## config.mk

```make
export PLATFORM = sky130hd
export DESIGN_NAME = lsu_ctrl
export DESIGN_NICKNAME = d
export VERILOG_FILES = /design/src/rtl/lsu_pkg.sv /design/src/rtl/lsu_load_align.sv /design/src/rtl/lsu_ctrl.sv
export SDC_FILE = /design/constraint.sdc
export NUM_CORES = 1
export LEC_CHECK = 0
export BUFFER_PORTS_ARGS = -buffer_cell sky130_fd_sc_hd__buf_2
export CORE_MARGIN = 4
export CORE_UTILIZATION = 53
export DETAILED_ROUTE_END_ITERATION = 12
export GPL_TIMING_DRIVEN = 1
export PLACE_DENSITY = 0.86
export SYNTH_ARGS = -nofsm -noshare
export SYNTH_HDL_FRONTEND = slang
export SYNTH_SLANG_ARGS = --single-unit
```

## constraint.sdc

```tcl
create_clock -name clk -period 10.3 [get_ports clk]
set_input_delay 2.06 -clock clk [delete_from_list [all_inputs] [get_ports clk]]
set_output_delay 2.06 -clock clk [all_outputs]
set_load 0.05 [all_outputs]
```

## src/rtl/lsu_pkg.sv

```systemverilog
// Shared types and constants for the load/store unit: FSM states, RV32
// width codes and the store lane encoders.
package lsu_pkg;

  typedef enum logic [1:0] {
    S_IDLE = 2'd0,
    S_REQ  = 2'd1,
    S_WAIT = 2'd2,
    S_DONE = 2'd3
  } lsu_state_e;

  localparam logic [2:0] F3_B  = 3'b000;
  localparam logic [2:0] F3_H  = 3'b001;
  localparam logic [2:0] F3_W  = 3'b010;
  localparam logic [2:0] F3_BU = 3'b100;
  localparam logic [2:0] F3_HU = 3'b101;

  localparam int unsigned LSU_MAX_WAIT_DEF = 255;

  function automatic logic [3:0] st_strb(input logic [2:0] f3, input logic [1:0] a);
    case (f3)
      F3_B:    st_strb = 4'b0001 << a;
      F3_H:    st_strb = a[1] ? 4'b1100 : 4'b0011;
      default: st_strb = 4'b1111;
    endcase
  endfunction

  // Replicate narrow store data into every lane so the strobe alone picks the bytes.
  function automatic logic [31:0] st_data(input logic [2:0] f3, input logic [31:0] d);
    case (f3)
      F3_B:    st_data = {4{d[7:0]}};
      F3_H:    st_data = {2{d[15:0]}};
      default: st_data = d;
    endcase
  endfunction

endpackage

```

## src/rtl/lsu_load_align.sv

```systemverilog
// Picks the addressed byte/half out of an aligned read word and extends it.
module lsu_load_align
  import lsu_pkg::*;
(
  input  logic [31:0] rdata_i,
  input  logic [1:0]  addr_i,
  input  logic [2:0]  funct3_i,
  output logic [31:0] data_o
);

  logic [7:0]  byte_v;
  logic [15:0] half_v;

  always_comb begin
    case (addr_i)
      2'd0:    byte_v = rdata_i[7:0];
      2'd1:    byte_v = rdata_i[15:8];
      2'd2:    byte_v = rdata_i[23:16];
      default: byte_v = rdata_i[31:24];
    endcase
    half_v = addr_i[1] ? rdata_i[31:16] : rdata_i[15:0];

    case (funct3_i)
      F3_B:    data_o = {{24{byte_v[7]}}, byte_v};
      F3_H:    data_o = {{16{half_v[15]}}, half_v};
      F3_W:    data_o = rdata_i;
      F3_BU:   data_o = {24'd0, byte_v};
      F3_HU:   data_o = {16'd0, half_v};
      default: data_o = 32'd0;
    endcase
  end

endmodule

```

## src/rtl/lsu_ctrl.sv

```systemverilog
// Single-outstanding load/store controller: accepts one op from execute,
// drives one aligned bus request, waits under a timeout, returns one wb beat.
module lsu_ctrl
  import lsu_pkg::*;
#(
  parameter int unsigned MAX_WAIT = LSU_MAX_WAIT_DEF
) (
  input  logic        clk,
  input  logic        rst,
  input  logic        ex_valid,
  output logic        ex_ready,
  input  logic        ex_is_load,
  input  logic        ex_is_store,
  input  logic [2:0]  ex_funct3,
  input  logic [31:0] ex_addr,
  input  logic [31:0] ex_wdata,
  input  logic [4:0]  ex_rd,
  output logic        mem_req_valid,
  input  logic        mem_req_ready,
  output logic        mem_wen,
  output logic [31:0] mem_addr,
  output logic [3:0]  mem_wstrb,
  output logic [31:0] mem_wdata,
  input  logic        mem_rsp_valid,
  input  logic [31:0] mem_rsp_rdata,
  output logic        wb_valid,
  input  logic        wb_ready,
  output logic [31:0] wb_rdata,
  output logic [4:0]  wb_rd,
  output logic        wb_err
);

  localparam logic [7:0] CNT_LAST = 8'(MAX_WAIT - 1);

  lsu_state_e  state_q, state_d;
  logic [7:0]  cnt_q, cnt_d;
  logic [1:0]  alo_q, alo_d;
  logic [2:0]  f3_q, f3_d;
  logic        load_q, load_d;
  logic        wen_q, wen_d;
  logic [31:0] maddr_q, maddr_d;
  logic [3:0]  strb_q, strb_d;
  logic [31:0] mwdata_q, mwdata_d;
  logic [31:0] rdata_q, rdata_d;
  logic [4:0]  rd_q, rd_d;
  logic        err_q, err_d;

  logic [31:0] ld_ext;
  logic        misalign, illegal, timeout;

  lsu_load_align u_align (
    .rdata_i  (mem_rsp_rdata),
    .addr_i   (alo_q),
    .funct3_i (f3_q),
    .data_o   (ld_ext)
  );

  always_comb begin
    misalign = (((ex_funct3 == F3_H) || (ex_funct3 == F3_HU)) && ex_addr[0]) ||
               ((ex_funct3 == F3_W) && (ex_addr[1:0] != 2'b00));
    if (ex_is_store)
      illegal = !((ex_funct3 == F3_B) || (ex_funct3 == F3_H) || (ex_funct3 == F3_W));
    else
      illegal = !((ex_funct3 == F3_B) || (ex_funct3 == F3_H) || (ex_funct3 == F3_W) ||
                  (ex_funct3 == F3_BU) || (ex_funct3 == F3_HU));
    timeout = (cnt_q == CNT_LAST);
  end

  always_comb begin
    state_d  = state_q;
    cnt_d    = cnt_q;
    alo_d    = alo_q;
    f3_d     = f3_q;
    load_d   = load_q;
    wen_d    = wen_q;
    maddr_d  = maddr_q;
    strb_d   = strb_q;
    mwdata_d = mwdata_q;
    rdata_d  = rdata_q;
    rd_d     = rd_q;
    err_d    = err_q;

    case (state_q)
      S_IDLE: begin
        if (ex_valid) begin
          alo_d   = ex_addr[1:0];
          f3_d    = ex_funct3;
          load_d  = ex_is_load;
          rd_d    = ex_rd;
          rdata_d = 32'd0;
          err_d   = 1'b0;
          if (!(ex_is_load || ex_is_store)) begin
            state_d = S_DONE;
          end else if (misalign || illegal) begin
            state_d = S_DONE;
            err_d   = 1'b1;
          end else begin
            state_d  = S_REQ;
            cnt_d    = 8'd0;
            wen_d    = ex_is_store;
            maddr_d  = {ex_addr[31:2], 2'b00};
            strb_d   = ex_is_store ? st_strb(ex_funct3, ex_addr[1:0]) : 4'b0000;
            mwdata_d = ex_is_store ? st_data(ex_funct3, ex_wdata) : 32'd0;
          end
        end
      end
      // A handshake in the last allowed cycle wins over the timeout.
      S_REQ: begin
        cnt_d = cnt_q + 8'd1;
        if (mem_req_ready) begin
          state_d = S_WAIT;
        end else if (timeout) begin
          state_d = S_DONE;
          err_d   = 1'b1;
        end
      end
      S_WAIT: begin
        cnt_d = cnt_q + 8'd1;
        if (mem_rsp_valid) begin
          state_d = S_DONE;
          rdata_d = load_q ? ld_ext : 32'd0;
        end else if (timeout) begin
          state_d = S_DONE;
          err_d   = 1'b1;
        end
      end
      S_DONE: begin
        if (wb_ready) state_d = S_IDLE;
      end
      default: state_d = S_IDLE;
    endcase
  end

  always_ff @(posedge clk or posedge rst) begin
    if (rst) begin
      state_q  <= S_IDLE;
      cnt_q    <= 8'd0;
      alo_q    <= 2'd0;
      f3_q     <= 3'd0;
      load_q   <= 1'b0;
      wen_q    <= 1'b0;
      maddr_q  <= 32'd0;
      strb_q   <= 4'd0;
      mwdata_q <= 32'd0;
      rdata_q  <= 32'd0;
      rd_q     <= 5'd0;
      err_q    <= 1'b0;
    end else begin
      state_q  <= state_d;
      cnt_q    <= cnt_d;
      alo_q    <= alo_d;
      f3_q     <= f3_d;
      load_q   <= load_d;
      wen_q    <= wen_d;
      maddr_q  <= maddr_d;
      strb_q   <= strb_d;
      mwdata_q <= mwdata_d;
      rdata_q  <= rdata_d;
      rd_q     <= rd_d;
      err_q    <= err_d;
    end
  end

  assign ex_ready      = (state_q == S_IDLE);
  assign mem_req_valid = (state_q == S_REQ);
  assign wb_valid      = (state_q == S_DONE);
  assign mem_wen       = wen_q;
  assign mem_addr      = maddr_q;
  assign mem_wstrb     = strb_q;
  assign mem_wdata     = mwdata_q;
  assign wb_rdata      = rdata_q;
  assign wb_rd         = rd_q;
  assign wb_err        = err_q;

endmodule

```

* Word level (Yosys, flattened, before mapping)
Cells that the tools add are included.
** Cells by class
- $add $sub $neg :: 1
- Mux-type cells :: 32
- Equality and inequality tests :: 21
- Bitwise gates (word level) :: 1
- Reductions and logical operators :: 27
- Shifts and indexed selects :: 1
** Operators by type and width (number)
- 32-bit case mux with 5 select lines :: 1
- 32-bit 2-to-1 mux :: 4
- 32-bit case mux with 2 select lines :: 2
- 8-bit 2-to-1 mux :: 3
- 8-bit case mux with 3 select lines :: 1
- 16-bit 2-to-1 mux :: 1
- 8-bit case mux with 2 select lines :: 1
- 2-bit 2-to-1 mux :: 7
- 3-bit == test, second input constant :: 4
- 4-bit AND reduction :: 3
- 2-bit inequality test, second input constant :: 5
- 8-bit by 1-bit adder with 8-bit output, second input constant :: 1
- 8-bit == test, second input constant :: 1
- 1-bit logical OR :: 8
- 4-bit 2-to-1 mux :: 2
- 2-bit case mux with 4 select lines :: 1
- 4-bit case mux with 2 select lines :: 1
- 1-bit 2-to-1 mux :: 7
- 2-bit == test, second input constant :: 3
- 3-bit by 1-bit == test with 1-bit output, second input constant :: 2
- 3-bit by 2-bit == test with 1-bit output, second input constant :: 2
- 3-bit logical NOT :: 2
- 2-bit nonzero test :: 3
- 2-bit by 1-bit == test with 1-bit output, second input constant :: 2
- other kinds (11) :: 16
** Word-level totals
- Output and inout port bits :: 110
- Word-level logic and storage cells :: 95
- Bits in registers :: 121
- Bits of input ports :: 112

* Longest topological paths before layout
- Word-level depth :: 12
- Mapped depth :: 9
- Depth with buffers taken out :: 6

* Hierarchy
From an unflattened synthesis, not the netlist that was laid out.
** Second synthesis, totals
- Cells, all modules :: 665
- Area total of the unflattened synthesis :: 6327.3 um^2
** Modules (own cells, without submodules)
- lsu_ctrl :: area each 5282.6 um^2, instances 1, seq. area each 3027.9 um^2, cells an instance 532
- lsu_load_align :: area each 1044.8 um^2, instances 1, seq. area each 0.0 um^2, cells an instance 133

* Worst setup path before layout
No wires, ideal clock.
- Path kind :: in2reg
- Start point :: input ex_funct3[2]
- End point :: register strb_q[3] (netlist: mem_wstrb[3])
- Path slack :: 6961 ps
- Cell stages on the path :: 5
- Library setup time :: 118 ps
- Required time :: 10182 ps
- Data arrival time :: 3221 ps
- Buffers on the path :: 2
- Cells stage by stage :: a221oi_2 -> o221ai_4 -> buf_6 -> buf_2 -> a21o_1
** On the way
- Longest elaborated chain between the ends :: 10
- Elaborated cells on any way between the ends :: 21
- Classes of those cells :: 4 x eq/ne; 3 x mux; 1 x bitwise; 13 x reduce/logical
** RTL lines
- start: declaration :: RTL line lsu_ctrl.sv:14 : input logic [2:0] ex_funct3,
- 3-bit by 1-bit == test with 1-bit output or 3-bit logical NOT (tied branches)
- 1-bit logical OR (2 in series) :: RTL line lsu_ctrl.sv:62, lsu_ctrl.sv:64
- 1-bit logical OR :: RTL line lsu_ctrl.sv:64 : illegal = !((ex_funct3 == F3_B) || (ex_funct3 == F3_H) || (ex_funct3 == F3_W) ||
- 1-bit logical OR :: RTL line lsu_ctrl.sv:65 : (ex_funct3 == F3_BU) || (ex_funct3 == F3_HU));
- 1-bit logical NOT :: RTL line lsu_ctrl.sv:64
- 1-bit 2-to-1 mux :: RTL line lsu_ctrl.sv:61 : if (ex_is_store)
- 1-bit logical OR :: RTL line lsu_ctrl.sv:94 : end else if (misalign || illegal) begin
- 1-bit inverter (no line)
- 4-bit AND reduction (no line)
- end signal: assignment :: RTL line lsu_ctrl.sv:156 : strb_q <= strb_d;
- end: declaration :: RTL line lsu_ctrl.sv:42 : logic [3:0] strb_q, strb_d;
Several ways; a longest one is shown, not always the timed one.
A chain may end at the register's enable or synchronous reset.

* Final worst setup path
- Start point :: input ex_funct3[0]
- End point :: register cnt_q[1]
** On the way
- Longest elaborated chain between the ends :: 10
- Elaborated cells on any way between the ends :: 19
- Classes of those cells :: 5 x eq/ne; 1 x mux; 13 x reduce/logical
** RTL lines
- 3-bit by 1-bit == test with 1-bit output or 3-bit logical NOT (tied branches) :: RTL line lsu_ctrl.sv:59, lsu_ctrl.sv:62, lsu_ctrl.sv:64
- 1-bit logical OR (2 in series) :: RTL line lsu_ctrl.sv:62, lsu_ctrl.sv:64
- 1-bit logical OR :: RTL line lsu_ctrl.sv:64
- 1-bit logical OR :: RTL line lsu_ctrl.sv:65
- 1-bit logical NOT :: RTL line lsu_ctrl.sv:64
- 1-bit 2-to-1 mux :: RTL line lsu_ctrl.sv:61
- 1-bit logical OR * :: RTL line lsu_ctrl.sv:94
- 2-bit inequality test (no line) *
- 4-bit AND reduction (no line) *
- end signal: assignment :: RTL line lsu_ctrl.sv:150 : cnt_q <= cnt_d;
- end: declaration :: RTL line lsu_ctrl.sv:36 : logic [7:0] cnt_q, cnt_d;
Mark *: on every way between the ends. The rest lies on a longest branch, timed or not.

==> run summary <==
The post-DP HPWL was 11,600 µm; the per-instance average area after synthesis was 12.3 µm². The mean number of vias per cell was 5.96; the gate count after technology mapping was 473. Leaving out fill and tap cells, the most frequent cell in the layout is buf_2.

The flow ran to the end, and the final reports show no timing, DRC or antenna violations. The number of filler instances in the final layout is 756. The cell count after placement was 797. The main flop type after synthesis was dfrtp_1.

Highest-delay cell along the critical path: o221ai_4. The die footprint came out at 0.0127 mm². The total DRC errors in the routed layout is 0. In the layout the commonest cells are buf_2, dfrtp_1, mux2_2. The count of final max-slew check failures was 0; the relative contribution of combinational cells to total power was 49.8%. The share of the Yosys chip area taken by registers is 52.1%. The number of antenna violations at the first check in global routing was 0. Critical path capture point type: a flop.

Summed over all instances, the cell type with the most area after synthesis is dfrtp_1. In the post-synthesis netlist, the biggest area contributors are dfrtp_1, mux2_2, a22o_1, mux2i_1, o21ai_0. The worst-case hold path end point was wb_rdata[1]. The via count of the first global-routing pass is 4,976, and the peak per-stage delay on the critical path is 790 ps.

Yosys printed 0 warnings. The total number of nets in the final design is 798. In this run switching power makes up 47.8% of total power. Setup slack on the worst reg-to-reg path comes out at 7060 ps. Cell internal power was estimated by the tool at 1.46 mW. After detailed routing, the total wire length is 16,100 µm. The net switching power figure came out at 1.34 mW. The slew at the pin closest to its max-slew limit came out at 1240 ps. Setup repair after global routing left no endpoint under its margin.

Detailed routing inserted a total of 4,939 vias. The routed length per instance is 19.4 µm, and the layout-stage area growth over the synthesis result is 28.9%. The synthesized netlist devotes 7.94% of its cell area to simple gates. The run gives 5650 ps as the minimum setup slack after placement.

The first detailed-routing pass ran for 6 iterations. The synthesized netlist devotes 0% of its cell area to XOR and XNOR gates. For this design, the CTS-stage hold fixing added 0 buffers. The first-pass GRT wire length is 25,400 µm. The number of different library cells used by synthesis comes to 52.

The tools report the number of sinks driven by the clock tree as 121. Setup violations remaining at the end of the flow were counted as 0. The total overflow left after global routing is 0.

Max-cap violations in this run came to 0. The power density of the placed cells works out to 373 mW/mm². After synthesis, the share of cell area in mux cells is 16.6%.

Buffers inserted during clock tree synthesis total 17. Measured along the y axis, the die boundary spans 113 µm. In this run, synthesis inferred 0 flip-flops with an integrated enable. The signal on the critical path passes through buf_2, a221oi_2, o221ai_4, buf_4, nand2_1, mux2_2.

In this run the clock root is driven by a clkbuf_8. The number of gates resized after CTS was 0. Summing the areas of all compound-gate instances in the mapped netlist gives 18.1% of the synthesized area. TritonCTS built the clock tree. Critical register-to-register path endpoint: cnt_q[6]. For the final cell count without fillers, the log shows 828. The tools report the largest net degree at the start of global routing as 73. The post-layout utilization of the core was 71.3%; the antenna diode instance count was 0. The area share of the largest cell type after synthesis was 52.1%.

Summed over all failing endpoints, the final setup total negative slack is 0 ps. Routability-driven placement finished with a final weighted congestion of 0.892. The tools report the post-route cell area as 0.00749 mm².

The worst max-slew margin expressed relative to the limit was 17.0%. In this run the remaining antenna-violating nets after routing total 0. The adder-cell share of the synthesized area is 1.29%, and the number of buffers inserted by port buffering is 219. The width of the die works out to 113 µm. In this run the cell area of the synthesized design comes to 0.00581 mm². The share of async-settable or async-resettable flops after synthesis was 100%; the signal arrival time at the worst endpoint was 4530 ps.

The logs give 2.80 mW for the total design power and 10,690 ps for the required time at the endpoint of the critical path. STA classifies the critical path startpoint as a primary input. The global-route total usage across every layer came out at 25.0%. The tools report the critical hold path startpoint as wb_rdata[1]. In this run, the clock network consumes 20.7% of the power. The share of layout cells above drive strength 1 was 48.7%; the biggest fanout along the worst timing path was 48. After clock tree synthesis, the setup repair step added 0 buffers.

The clock input transition at the sequential cells of the worst setup and hold paths is 60 ps. Hold timing on the final database bottoms out at a slack of 477 ps. The first routing iteration left 577 violations. By area, the combinational part of the netlist is dominated by compound AO/OA/AOI/OAI gates. By startpoint and endpoint, the worst setup path is classified as primary input to flop. For the final database, setup skew stands at 9.03 ps. Static timing analysis puts the maximum clock frequency at 242 MHz. In the finished design, the share of the clock period the worst path needs comes to 40.1%.

The sequential share of power was 29.5%. The effective utilization at floorplan was 55.3%. The worst reg-to-reg path cell count is 7. After floorplanning, the core was divided into 37 placement rows. The clock latency at the later pin of the worst-skew pair was 510 ps. Counting instances, the worst hold path has a depth of 2. The logs give 0.000244 V for the maximum resistive drop on vdd and 0 for the number of hold violations in the final report. In this run the critical register-to-register path is launched from state_q[1]. The worst hold path class was flop to flop. Across all setup checks in the final design, the least slack found is 6160 ps.

After detailed placement, the total cell area comes to 0.00692 mm². The number of H-tree levels is 4. In this run, synthesis produced a sequential element count of 121.

The maximum clock insertion buffer count came out at 2. The analysis attributes to cell leakage a power of 3.76 nW. The minimum clock period is 4140 ps. The core footprint was 0.0105 mm². The run gives 222 as the number of top-level pins.
-- routing by layer --
metal / global-route usage [%] / part of all wire [%]
met3: 8.72 / 11
met4: 9.54 / 2.7
met1: 31.4 / 38
met2: 40.0 / 48
met5: 0 / 0
-- sequential cells by signal, indices dropped and copies added (netlist names) --
name and flops:
mem_wdata 32, cnt_q 8, wb_rdata 32, wb_rd 5
mem_wen 1, load_q 1, mem_addr 30, f3_q 3
mem_wstrb 4, state_q 2, alo_q 2, wb_err 1
-- cell usage after synthesis, types with 3 or more instances --
| cell type | n |
|---|---|
| a21oi_1 | 19 |
| a221o_1 | 16 |
| a221oi_1 | 8 |
| a22o_1 | 33 |
| and2_1 | 3 |
| buf_2 | 6 |
| buf_4 | 4 |
| buf_6 | 5 |
| clkbuf_1 | 18 |
| dfrtp_1 | 121 |
| ha_1 | 6 |
| inv_1 | 10 |
| mux2_2 | 49 |
| mux2i_1 | 21 |
| mux4_2 | 8 |
| nand2_1 | 35 |
| nand3_1 | 4 |
| nor2_1 | 8 |
| nor2b_1 | 4 |
| o21ai_0 | 36 |
| o21bai_1 | 4 |
| or2_2 | 17 |
-- worst max-delay path by stage --
| stage | startpoint | endpoint | slack, ps | depth (start not counted) |
|---|---|---|---|---|
| after floorplan | rst | alo_q[0] | 5030 | 1 |
| after global placement | ex_funct3[0] | cnt_q[1] | 5760 | 6 |
| after detailed placement | ex_funct3[0] | cnt_q[1] | 5650 | 6 |
| after CTS | ex_funct3[0] | cnt_q[1] | 6180 | 6 |
| after global routing | ex_funct3[0] | cnt_q[1] | 6010 | 6 |
| final | ex_funct3[0] | cnt_q[1] | 6160 | 6 |
-- area by class of cell --
class	count	area [µm²]	share of cell area, %
multi-input combinational	308	2560	34.2
sequential	121	3030	40.4
clock inverter	9	123	1.64
clock buffer	22	453	6.04
timing repair buffer	222	1120	14.9
tap	136	170	2.27
inverter	10	40.0	0.534
-- critical path, delay by kind of cell --
family	cells	cell delay [ps]
multiplexers	1	310
buffers and inverters	2	970
AO/OA/AOI/OAI	2	960
AND/OR/NAND/NOR	1	190
-- power groups by stage --
stage / sequential, mW / clock, mW / combinational, mW
after CTS: 0.824 / 0.588 / 1.39
final: 0.827 / 0.578 / 1.39
after global routing: 0.850 / 0.613 / 1.46
after floorplan: 1.37 / 0 / 0.526
after detailed placement: 0.824 / 0 / 1.39
after global placement: 0.815 / 0 / 1.36
-- kinds of logic (layout without fill, tap and decap cells) --
logic type / after synthesis / after routing
AO/OA/AOI/OAI: 138 / 138
flip-flops: 121 / 121
AND/OR/NAND/NOR: 83 / 83
multiplexers: 79 / 79
buffers and inverters: 45 / 263
adder cells (fa/ha/maj): 6 / 6
other: 1 / 2
Note: power is estimated with default switching activity, not from simulation.
